## src/rtl/rx_huge_page_manager.sv

```systemverilog
// RX huge-page manager: tracks two host pages, hands out the next write
// address to the TLP sender and closes pages with a notification write.
module rx_huge_page_manager #(
  parameter int unsigned PAGE_QW_LOG2 = 18,
  parameter int unsigned HDR_QW       = 16
) (
  input  logic        clk,
  input  logic        reset_n,
  input  logic        hp_wr_en,
  input  logic        hp_wr_idx,
  input  logic [63:0] hp_wr_addr,
  output logic [1:0]  hp_ready,
  output logic        active_idx,
  output logic        cur_valid,
  output logic [63:0] cur_addr,
  input  logic        tlp_issue,
  input  logic [4:0]  tlp_qwords,
  input  logic        page_done_req,
  output logic        page_done_ack,
  output logic        notify_req,
  output logic [63:0] notify_addr,
  output logic [31:0] notify_data,
  input  logic        notify_ack,
  output logic [1:0]  err_sticky,
  input  logic        err_clr
);

  localparam int unsigned OW = PAGE_QW_LOG2 + 1;
  localparam logic [OW-1:0] HDR = OW'(HDR_QW);
  localparam logic [OW:0] PAGE_QW = {1'b0, 1'b1, {PAGE_QW_LOG2{1'b0}}};

  typedef enum logic [1:0] {WAIT_PAGE, ACTIVE, NOTIFY, CLOSE} state_t;

  state_t        state;
  logic [63:0]   base [2];
  logic [OW-1:0] offset;
  logic [OW:0]   off_sum;
  logic [OW-1:0] off_next;
  logic          issue_bad;
  logic          wr_conflict;
  logic          unused_addr_bits;

  // Page bases are 2 MB aligned; the low address bits carry no information.
  assign unused_addr_bits = ^hp_wr_addr[20:0];

  always_comb begin
    off_sum     = {1'b0, offset} + (OW+1)'(tlp_qwords);
    issue_bad   = tlp_issue && ((tlp_qwords == 5'd0) || (tlp_qwords > 5'd16) ||
                                (state != ACTIVE) || (off_sum > PAGE_QW));
    off_next    = (tlp_issue && !issue_bad) ? off_sum[OW-1:0] : offset;
    wr_conflict = hp_wr_en && hp_ready[hp_wr_idx];
  end

  always_ff @(posedge clk or negedge reset_n) begin
    if (!reset_n) begin
      state         <= WAIT_PAGE;
      base[0]       <= '0;
      base[1]       <= '0;
      hp_ready      <= '0;
      active_idx    <= 1'b0;
      offset        <= HDR;
      cur_valid     <= 1'b0;
      cur_addr      <= '0;
      notify_req    <= 1'b0;
      notify_addr   <= '0;
      notify_data   <= '0;
      page_done_ack <= 1'b0;
      err_sticky    <= '0;
    end else begin
      page_done_ack <= 1'b0;
      cur_addr      <= base[active_idx] + {{(61-OW){1'b0}}, offset, 3'b000};
      err_sticky    <= err_clr ? '0 : (err_sticky | {issue_bad, wr_conflict});

      if (hp_wr_en && !hp_ready[hp_wr_idx]) begin
        base[hp_wr_idx]     <= {hp_wr_addr[63:21], 21'b0};
        hp_ready[hp_wr_idx] <= 1'b1;
      end

      case (state)
        WAIT_PAGE: begin
          cur_valid <= 1'b0;
          if (hp_ready[active_idx]) begin
            offset <= HDR;
            state  <= ACTIVE;
          end
        end
        ACTIVE: begin
          // A same-cycle issue is folded into the count before the page closes.
          offset    <= off_next;
          cur_valid <= !page_done_req;
          if (page_done_req) begin
            state       <= NOTIFY;
            notify_req  <= 1'b1;
            notify_addr <= base[active_idx];
            notify_data <= 32'(off_next - HDR);
          end
        end
        NOTIFY: begin
          cur_valid <= 1'b0;
          if (notify_ack) begin
            notify_req <= 1'b0;
            state      <= CLOSE;
          end
        end
        CLOSE: begin
          // Host writes can only target the non-active slot here, so no clash on hp_ready.
          hp_ready[active_idx] <= 1'b0;
          active_idx           <= !active_idx;
          page_done_ack        <= 1'b1;
          state                <= WAIT_PAGE;
        end
        default: state <= WAIT_PAGE;
      endcase
    end
  end

endmodule

```

## config.mk

```make
export PLATFORM = sky130hd
export DESIGN_NAME = rx_huge_page_manager
export DESIGN_NICKNAME = d
export VERILOG_FILES = /design/src/rtl/rx_huge_page_manager.sv
export SDC_FILE = /design/constraint.sdc
export NUM_CORES = 1
export LEC_CHECK = 0
export CAP_MARGIN = 20
export CORE_UTILIZATION = 50
export CTS_BUF_LIST = sky130_fd_sc_hd__clkbuf_8 sky130_fd_sc_hd__clkbuf_16
export CTS_CLUSTER_SIZE = 12
export DETAILED_ROUTE_END_ITERATION = 7
export GPL_TIMING_DRIVEN = 0
export PLACE_DENSITY = 0.83
export SLEW_MARGIN = 25
export SYNTH_ARGS = -nofsm -noshare
export SYNTH_HDL_FRONTEND = slang
export SYNTH_SLANG_ARGS = --single-unit
```

## constraint.sdc

```tcl
create_clock -name clk -period 12.8 [get_ports clk]
set_clock_uncertainty 0.15 [all_clocks]
set_input_delay 2.56 -clock clk [delete_from_list [all_inputs] [get_ports clk]]
set_output_delay 2.56 -clock clk [all_outputs]
set_load 0.005 [all_outputs]
```

==> results.md, run 1 <==
- Status: finished clean
- Syn_area_per_cell: around 11 µm²
- # fillers: 1723
- Port buffer count: slightly below 200
- Unique masters post-synth: a little under 80
- Vias/cell: 5.521
- Critical Path AT: 8.65 ns
- Skew-Pair Late Insertion Delay: 0.53 ns
- Routed via count: 8844
- Worst vdd ir: 0.0001332 V
- Die width: about 150 µm
- Critical path class: in -> reg
- CP required: 13.09 ns
- GRT overflow: 0
- Hold Violations, Final: 0
- Final setup violating endpoints: 0
- Relative slew slack: ~30%
- FF-to-FF path depth: 22
- Hold Crit Class: reg -> reg
- Post-synth top area share: approximately 52%
- R2R Path Start: active_idx
- Detailed Route Iter0 Violations: approximately 540
- Post-synth EDFFs: 0
- Clk slew on worst S/H paths: approximately 0.060 ns
- CTS Sinks: 239
- Hold Path Sink: cur_addr[9]
- Hold Path Depth: 0
- Tcrit/Tclk final: 65.35%
- GPL Wtd Cong: 0.9265
- Mapped Area: 11460 µm²
- DRC violation count after routing: 0
- Min cycle time layout: about 8.4 ns
- # Post-CTS Setup Buffers: 0
- Initial Utilization: about half
- CP Max Fanout: 10
- WL final: 30.19 mm
- CTS Hold Bufs: 0
- IO Count: approximately 250
- Mapped Cells: between 1000 and 1500
- Area Growth Syn to Fin: 29.28%
- Slew at the pin with the worst max-slew slack: between 1 and 1.5 ns
- Core area: 22570 µm²
- Synth Register Bits: 239
- Hold WS: roughly 0.22 ns
- Max_cap viols: 0
- Area of the die: between 20000 and 25000 µm²
- Post-synth top area cell: dfrtp_1
- Area contributors post-synth: dfrtp_1 52%, mux2_2 8.9%, nand2_1 4.5%, o21ai_0 3.4%, xnor2_1 3.1%
- Layout cell share with drive strength beyond 1: between 10% and 20%
- Fin nets: between 1000 and 1500
- Total CTS buffers: 27
- Clock Path Buffers: 3
- Resized Gates After CTS: 0
- H-tree Lvls: 1
- Leak: about 6.2 nW
- TritonRoute pass-1 iters: 5
- Largest net degree at the start of global routing: 92
- Dpl cells: 1556
- Main flop type after synthesis: dfrtp_1
- Root Buffer: clkbuf_16
- Global-route wire length before repair: between 40 and 50 mm
- F_max: 119.5 MHz
- CP Capture Type: flop
- Antenna violations before repair: 1
- Yosys warnings: 0
- Async S/R FF share, synth: 100.0%
- Sequential share of the synthesized area: a little over half
- RSZ-0062 raised after global routing: no
- Worst Min Path Start: offset[6]
- R2R Setup Slk: between 4 and 5 ns
- Reg2reg end: cur_addr[59]
- Routed Antenna Nets: 0
- Total global-route track usage: roughly a quarter
- HPWL Detailed: 21.97 mm
- Final Non-Filler Cells: 1602
- Kind of start point of the critical path: primary input
- Slew Viols, Final: 0
- Per-cell routed wire length: about 19 µm
- TritonCTS clock tree: yes
- DIE HEIGHT: 153.4 µm
- PwrDens: between 200 and 250 nW/µm²
- Post-layout util: about two thirds
- Pwr Total: 3.360 mW
- Row cnt: 55
- Vias in the first global route: 8999
through the flow:
stage / TNS (ns) / setup WS [ns] / instance area, µm²
finish: 0 / 4.435 / 14820
global route: 0 / 3.973 / 14820
CTS: 0 / 4.396 / 14810
detailed placement: 0 / 4.016 / 13960
global placement: -180.91 / -0.7899 / 13900
floorplan: 0 / 5.568 / 11550
final cells by class:
cell class / count / area [µm²] / share of cell area [%]
Antenna cell: 1 / 2.502 / 0.01689
Buffer: 88 / 496.7 / 3.352
Clock buffer: 31 / 730.7 / 4.932
Clock inverter: 14 / 122.6 / 0.8276
Inverter: 13 / 48.80 / 0.3293
Multi-Input combinational cell: 730 / 5025 / 33.91
Sequential cell: 239 / 5982 / 40.37
Tap cell: 285 / 356.6 / 2.407
Timing Repair Buffer: 201 / 2052 / 13.85
worst max-delay path, stage by stage:
cell and delay, ns:
clkdlybuf4s50_1 0.48, ha_1 0.16, inv_1 0.05, fa_1 0.40
and2b_1 0.25, o211ai_1 0.16, a21boi_0 0.66, nand3_1 0.19
a32o_1 0.30, o31a_2 0.41, buf_6 0.17, nor2_1 0.65
mux2i_1 0.51, ha_1 0.33, nand4b_1 0.12, o22a_2 0.27
or4b_4 0.55, o21a_1 0.22, o31ai_2 0.19
registers in the layout, summed over array words and instances, names as in the netlist:
name / cells
active_idx: 1
offset: 19
cur_valid: 1
notify_addr: 43
notify_data: 20
err_sticky: 2
notify_req: 1
state: 2
page_done_ack: 1
base: 86
cur_addr: 61
hp_ready: 2
synth_stat cells, types with 7 or more instances:
| library cell | count |
|---|---|
| dfrtp_1 | 238 |
| nand2_1 | 136 |
| mux2_2 | 91 |
| o21ai_0 | 79 |
| nor2_1 | 43 |
| clkbuf_1 | 40 |
| xnor2_1 | 40 |
| buf_4 | 39 |
| xor2_1 | 38 |
| a21oi_1 | 37 |
| mux2i_1 | 34 |
| nand3_1 | 26 |
| nor2b_1 | 14 |
| nor3_1 | 14 |
| ha_1 | 13 |
| inv_1 | 13 |
| a32o_1 | 11 |
| nand3b_1 | 8 |
| o31ai_1 | 8 |
| nand4_1 | 7 |
kinds of logic after synthesis:
logic type / after synthesis / share of synthesized area (%)
other: 1 / 0.03272
DFF: 239 / 52.19
adders and majority gates: 14 / 1.594
AOI/OAI and AO/OA: 191 / 11.06
muxes: 126 / 12.04
and+or+nand+nor: 297 / 12.36
xor gates and xnor gates: 78 / 5.961
buffers and inverters: 101 / 4.760
how the worst max path moves through the flow:
stage                        from              end  slack [ns]
global placement          reset_n     cur_addr[39]       -0.79
global route           active_idx     cur_addr[59]        3.97
floorplan           tlp_qwords[0]  notify_data[18]        5.57
CTS                    active_idx     cur_addr[59]        4.40
detailed placement  tlp_qwords[0]  notify_data[16]        4.02
finish              tlp_qwords[0]  notify_data[16]        4.44
cells in the final DEF (no fill, tap or decap), drive strengths merged, types with 34 or more instances in the layout:
cell type and count:
clkbuf 71, mux2 92, mux2i 34, nand2 137, nor2 43, xor2 38, o21ai 81, clkdlybuf4s50 198
buf 51, a21oi 38, dfrtp 238, xnor2 40
power by group:
part | total [mW] | switching (mW) | internal (mW)
Clock | 0.743 | 0.299 | 0.444
Sequential | 1.28 | 0.211 | 1.07
Combinational | 1.33 | 0.638 | 0.696
Total | 3.36 | 1.15 | 2.21
per-layer routing:
layer | vias up | routed length (µm) | GRT usage, %
met1 | 4381 | 12020 | 31.62
met2 | 282 | 15420 | 45.92
met3 | 69 | 1707 | 4.621
met5 | - | 0 | 0
li1 | 4112 | - | -
met4 | 0 | 1050 | 9.857
Note: power is estimated with default switching activity, not from simulation.
==> run 2, diff against run 1 <==
==> constraint.sdc (replaced) <==
create_clock -name clk -period 8.1 [get_ports clk]
set_clock_uncertainty 0.15 [all_clocks]
set_input_delay 1.62 -clock clk [delete_from_list [all_inputs] [get_ports clk]]
set_output_delay 1.62 -clock clk [all_outputs]
set_load 0.005 [all_outputs]
==> run 2 against run 1 <==
  * Critical path depth rose by 3
  * Register-to-register slack got worse by 3.9 ns
  * Setup slack got worse by 3.8 ns
  * Hold slack barely moved
  * Die area did not move
  * Clock-buffer cell count did not move
  * Critical path type is now reg -> reg
==> results.md, run 2 (synthesized netlist as in run 1, its figures left out) <==
- Detailed Route Iter0 Violations: roughly 550
- Fin nets: between 1000 and 1500
- CP required: between 8 and 9 ns
- Slew at the pin with the worst max-slew slack: slightly below 0.9 ns
- Total global-route track usage: about a quarter
- Relative slew slack: around 41%
- Total CTS buffers: 27
- Top reg by flops: base
- CTS Hold Bufs: 0
- RSZ-0062 raised after global routing: no
- Vias/cell: 5.518
- Min cycle time layout: 7.502 ns
- Net Sw Frac: 34.19%
- R2R Setup Slk: about 0.6 ns
- Core area: between 20000 and 25000 µm²
- TritonRoute pass-1 iters: 5
- DIE HEIGHT: 153.4 µm
- Switch Pwr: roughly 1.8 mW
- Skew-Pair Late Insertion Delay: between 0.5 and 0.6 ns
- Hold Violations, Final: 0
- # Post-CTS Setup Buffers: 0
- Reg2reg end: cur_addr[59]
- H-tree Lvls: 1
- IO Count: between 200 and 250
- PwrDens: ~360 nW/µm²
- Root Buffer: clkbuf_16
- Largest net degree at the start of global routing: a little over 90
- Placed instance area: between 10000 and 15000 µm²
- Kind of start point of the critical path: flop
- DRC violation count after routing: 0
- Critical path class: reg -> reg
- GPL Wtd Cong: around 0.93
- Seq pwr share: between 30% and 40%
- Port buffer count: 199
- F_max: 133.3 MHz
- CTS Sinks: 239
- Area of the die: 23530 µm²
- HPWL Detailed: approximately 22 mm
- Routed via count: just under 9000
- Die width: roughly 150 µm
- Pwr Total: ~5.3 mW
- Antenna violations before repair: 1
- Fin area: about 15000 µm²
- CP Max Fanout: 10
- CP Capture Type: flop
- Most frequent cells in the layout: 238 x dfrtp_1, 198 x clkdlybuf4s50_1, 136 x nand2_1, 91 x mux2_2, 79 x o21ai_0
- Routed Antenna Nets: 0
- Status: finished clean
- Global-route wire length before repair: around 48 mm
- Row cnt: 55
- Vias in the first global route: 8999
- R2R Path Start: active_idx
- Final setup violating endpoints: 0
- Layout cell share with drive strength beyond 1: 15.81%
- TritonCTS clock tree: yes
- FF-to-FF path depth: 22
- Crit path from: active_idx
- Clock Path Buffers: 3
- Per-cell routed wire length: around 19 µm
- Internal power: approximately 3.5 mW
- Critical Path AT: roughly 7.7 ns
- Tcrit/Tclk final: slightly above 90%
- Initial Utilization: around half
- Slew Viols, Final: 0
- Final Non-Filler Cells: around 1600
- Commonest non-fill, non-tap cell in the layout: dfrtp_1
- Max_cap viols: 0
- Post-layout util: around two thirds
- Clock Power Share: roughly 22%
- Worst vdd ir: around 0.00021 V
- Worst setup path end: cur_addr[59]
- Gate power share: 39.7%
- Leak: 6.238 nW
- Hold WS: between 0.2 and 0.25 ns
- Clk slew on worst S/H paths: ~0.06 ns
- Resized Gates After CTS: 1
- Hold Crit Class: reg -> reg
- Top flop regs: base x86, cur_addr x61, notify_addr x43
- WL final: 30.19 mm
- Dpl cells: between 1500 and 2000
- Max reg flops: 86
- Area Growth Syn to Fin: 29.36%
- GRT overflow: 0
## run 2: cell types whose count changed in the layout (fill, tap and decap cells not counted)
cell / before / now
nor4b_2: 1 / 2
clkbuf_1: 40 / 38
nor4b_1: 1 / 0
clkbuf_2: 0 / 2
## run 2: area by class of cell
class,instances,area [µm²]
fill,1722,7746
sequential,239,5982
multi-input combinational,730,5031
timing repair buffer,201,2052
clock buffer,31,730.7
buffer,88,499.2
tap,285,356.6
clock inverter,14,122.6
inverter,13,48.80
antenna,1,2.502
## run 2: routing by layer
| metal | vias up | share of wire, % | global-route usage, % |
|---|---|---|---|
| li1 | 4112 | - | - |
| met1 | 4393 | 39 | 31.62 |
| met2 | 269 | 51 | 45.92 |
| met3 | 66 | 6.2 | 4.621 |
| met4 | 0 | 3.4 | 9.857 |
| met5 | - | 0 | 0 |
## run 2: worst min path at each step
stage,start,cells past startpoint,slack (ns),endpoint
after floorplan,offset[12],0,0.20,cur_addr[15]
after global placement,offset[11],0,0.21,cur_addr[14]
after detailed placement,offset[11],0,0.21,cur_addr[14]
after CTS,offset[6],0,0.23,cur_addr[9]
after global routing,offset[6],0,0.24,cur_addr[9]
final,offset[6],0,0.22,cur_addr[9]
## run 2: worst max-delay path, stage by stage (launching register included)
cell      delay (ns)
dfrtp_1         0.44
buf_2           0.25
buf_2           0.33
buf_2           0.34
buf_1           0.55
clkbuf_2        0.42
buf_1           0.56
clkbuf_2        0.53
mux2_2          0.26
ha_1            0.18
ha_1            0.20
inv_1           0.06
a221oi_1        0.58
nand4_1         0.44
nor4b_2         0.59
and3_1          0.23
clkbuf_1        0.26
nand2_1         0.10
nor2_1          0.25
and3b_1         0.29
nand2_1         0.09
xor2_1          0.14
mux2i_1         0.09
## run 2: metrics by stage
step           setup WS (ns)  TNS (ns)
4_1_cts              0.08979         0
6_report              0.5980         0
2_1_floorplan          1.808         0
3_5_place_dp         -0.2437   -0.6072
5_1_grt               0.1651         0
3_3_place_gp          -4.550  -1077.86
## run 2: power groups by stage
stage,logic [mW],clock network [mW],registers (mW)
2_1_floorplan,1.13,0,1.97
3_3_place_gp,2.05,0,2.02
3_5_place_dp,2.11,0,2.03
4_1_cts,2.13,1.19,2.03
5_1_grt,2.30,1.25,2.08
6_report,2.11,1.17,2.03
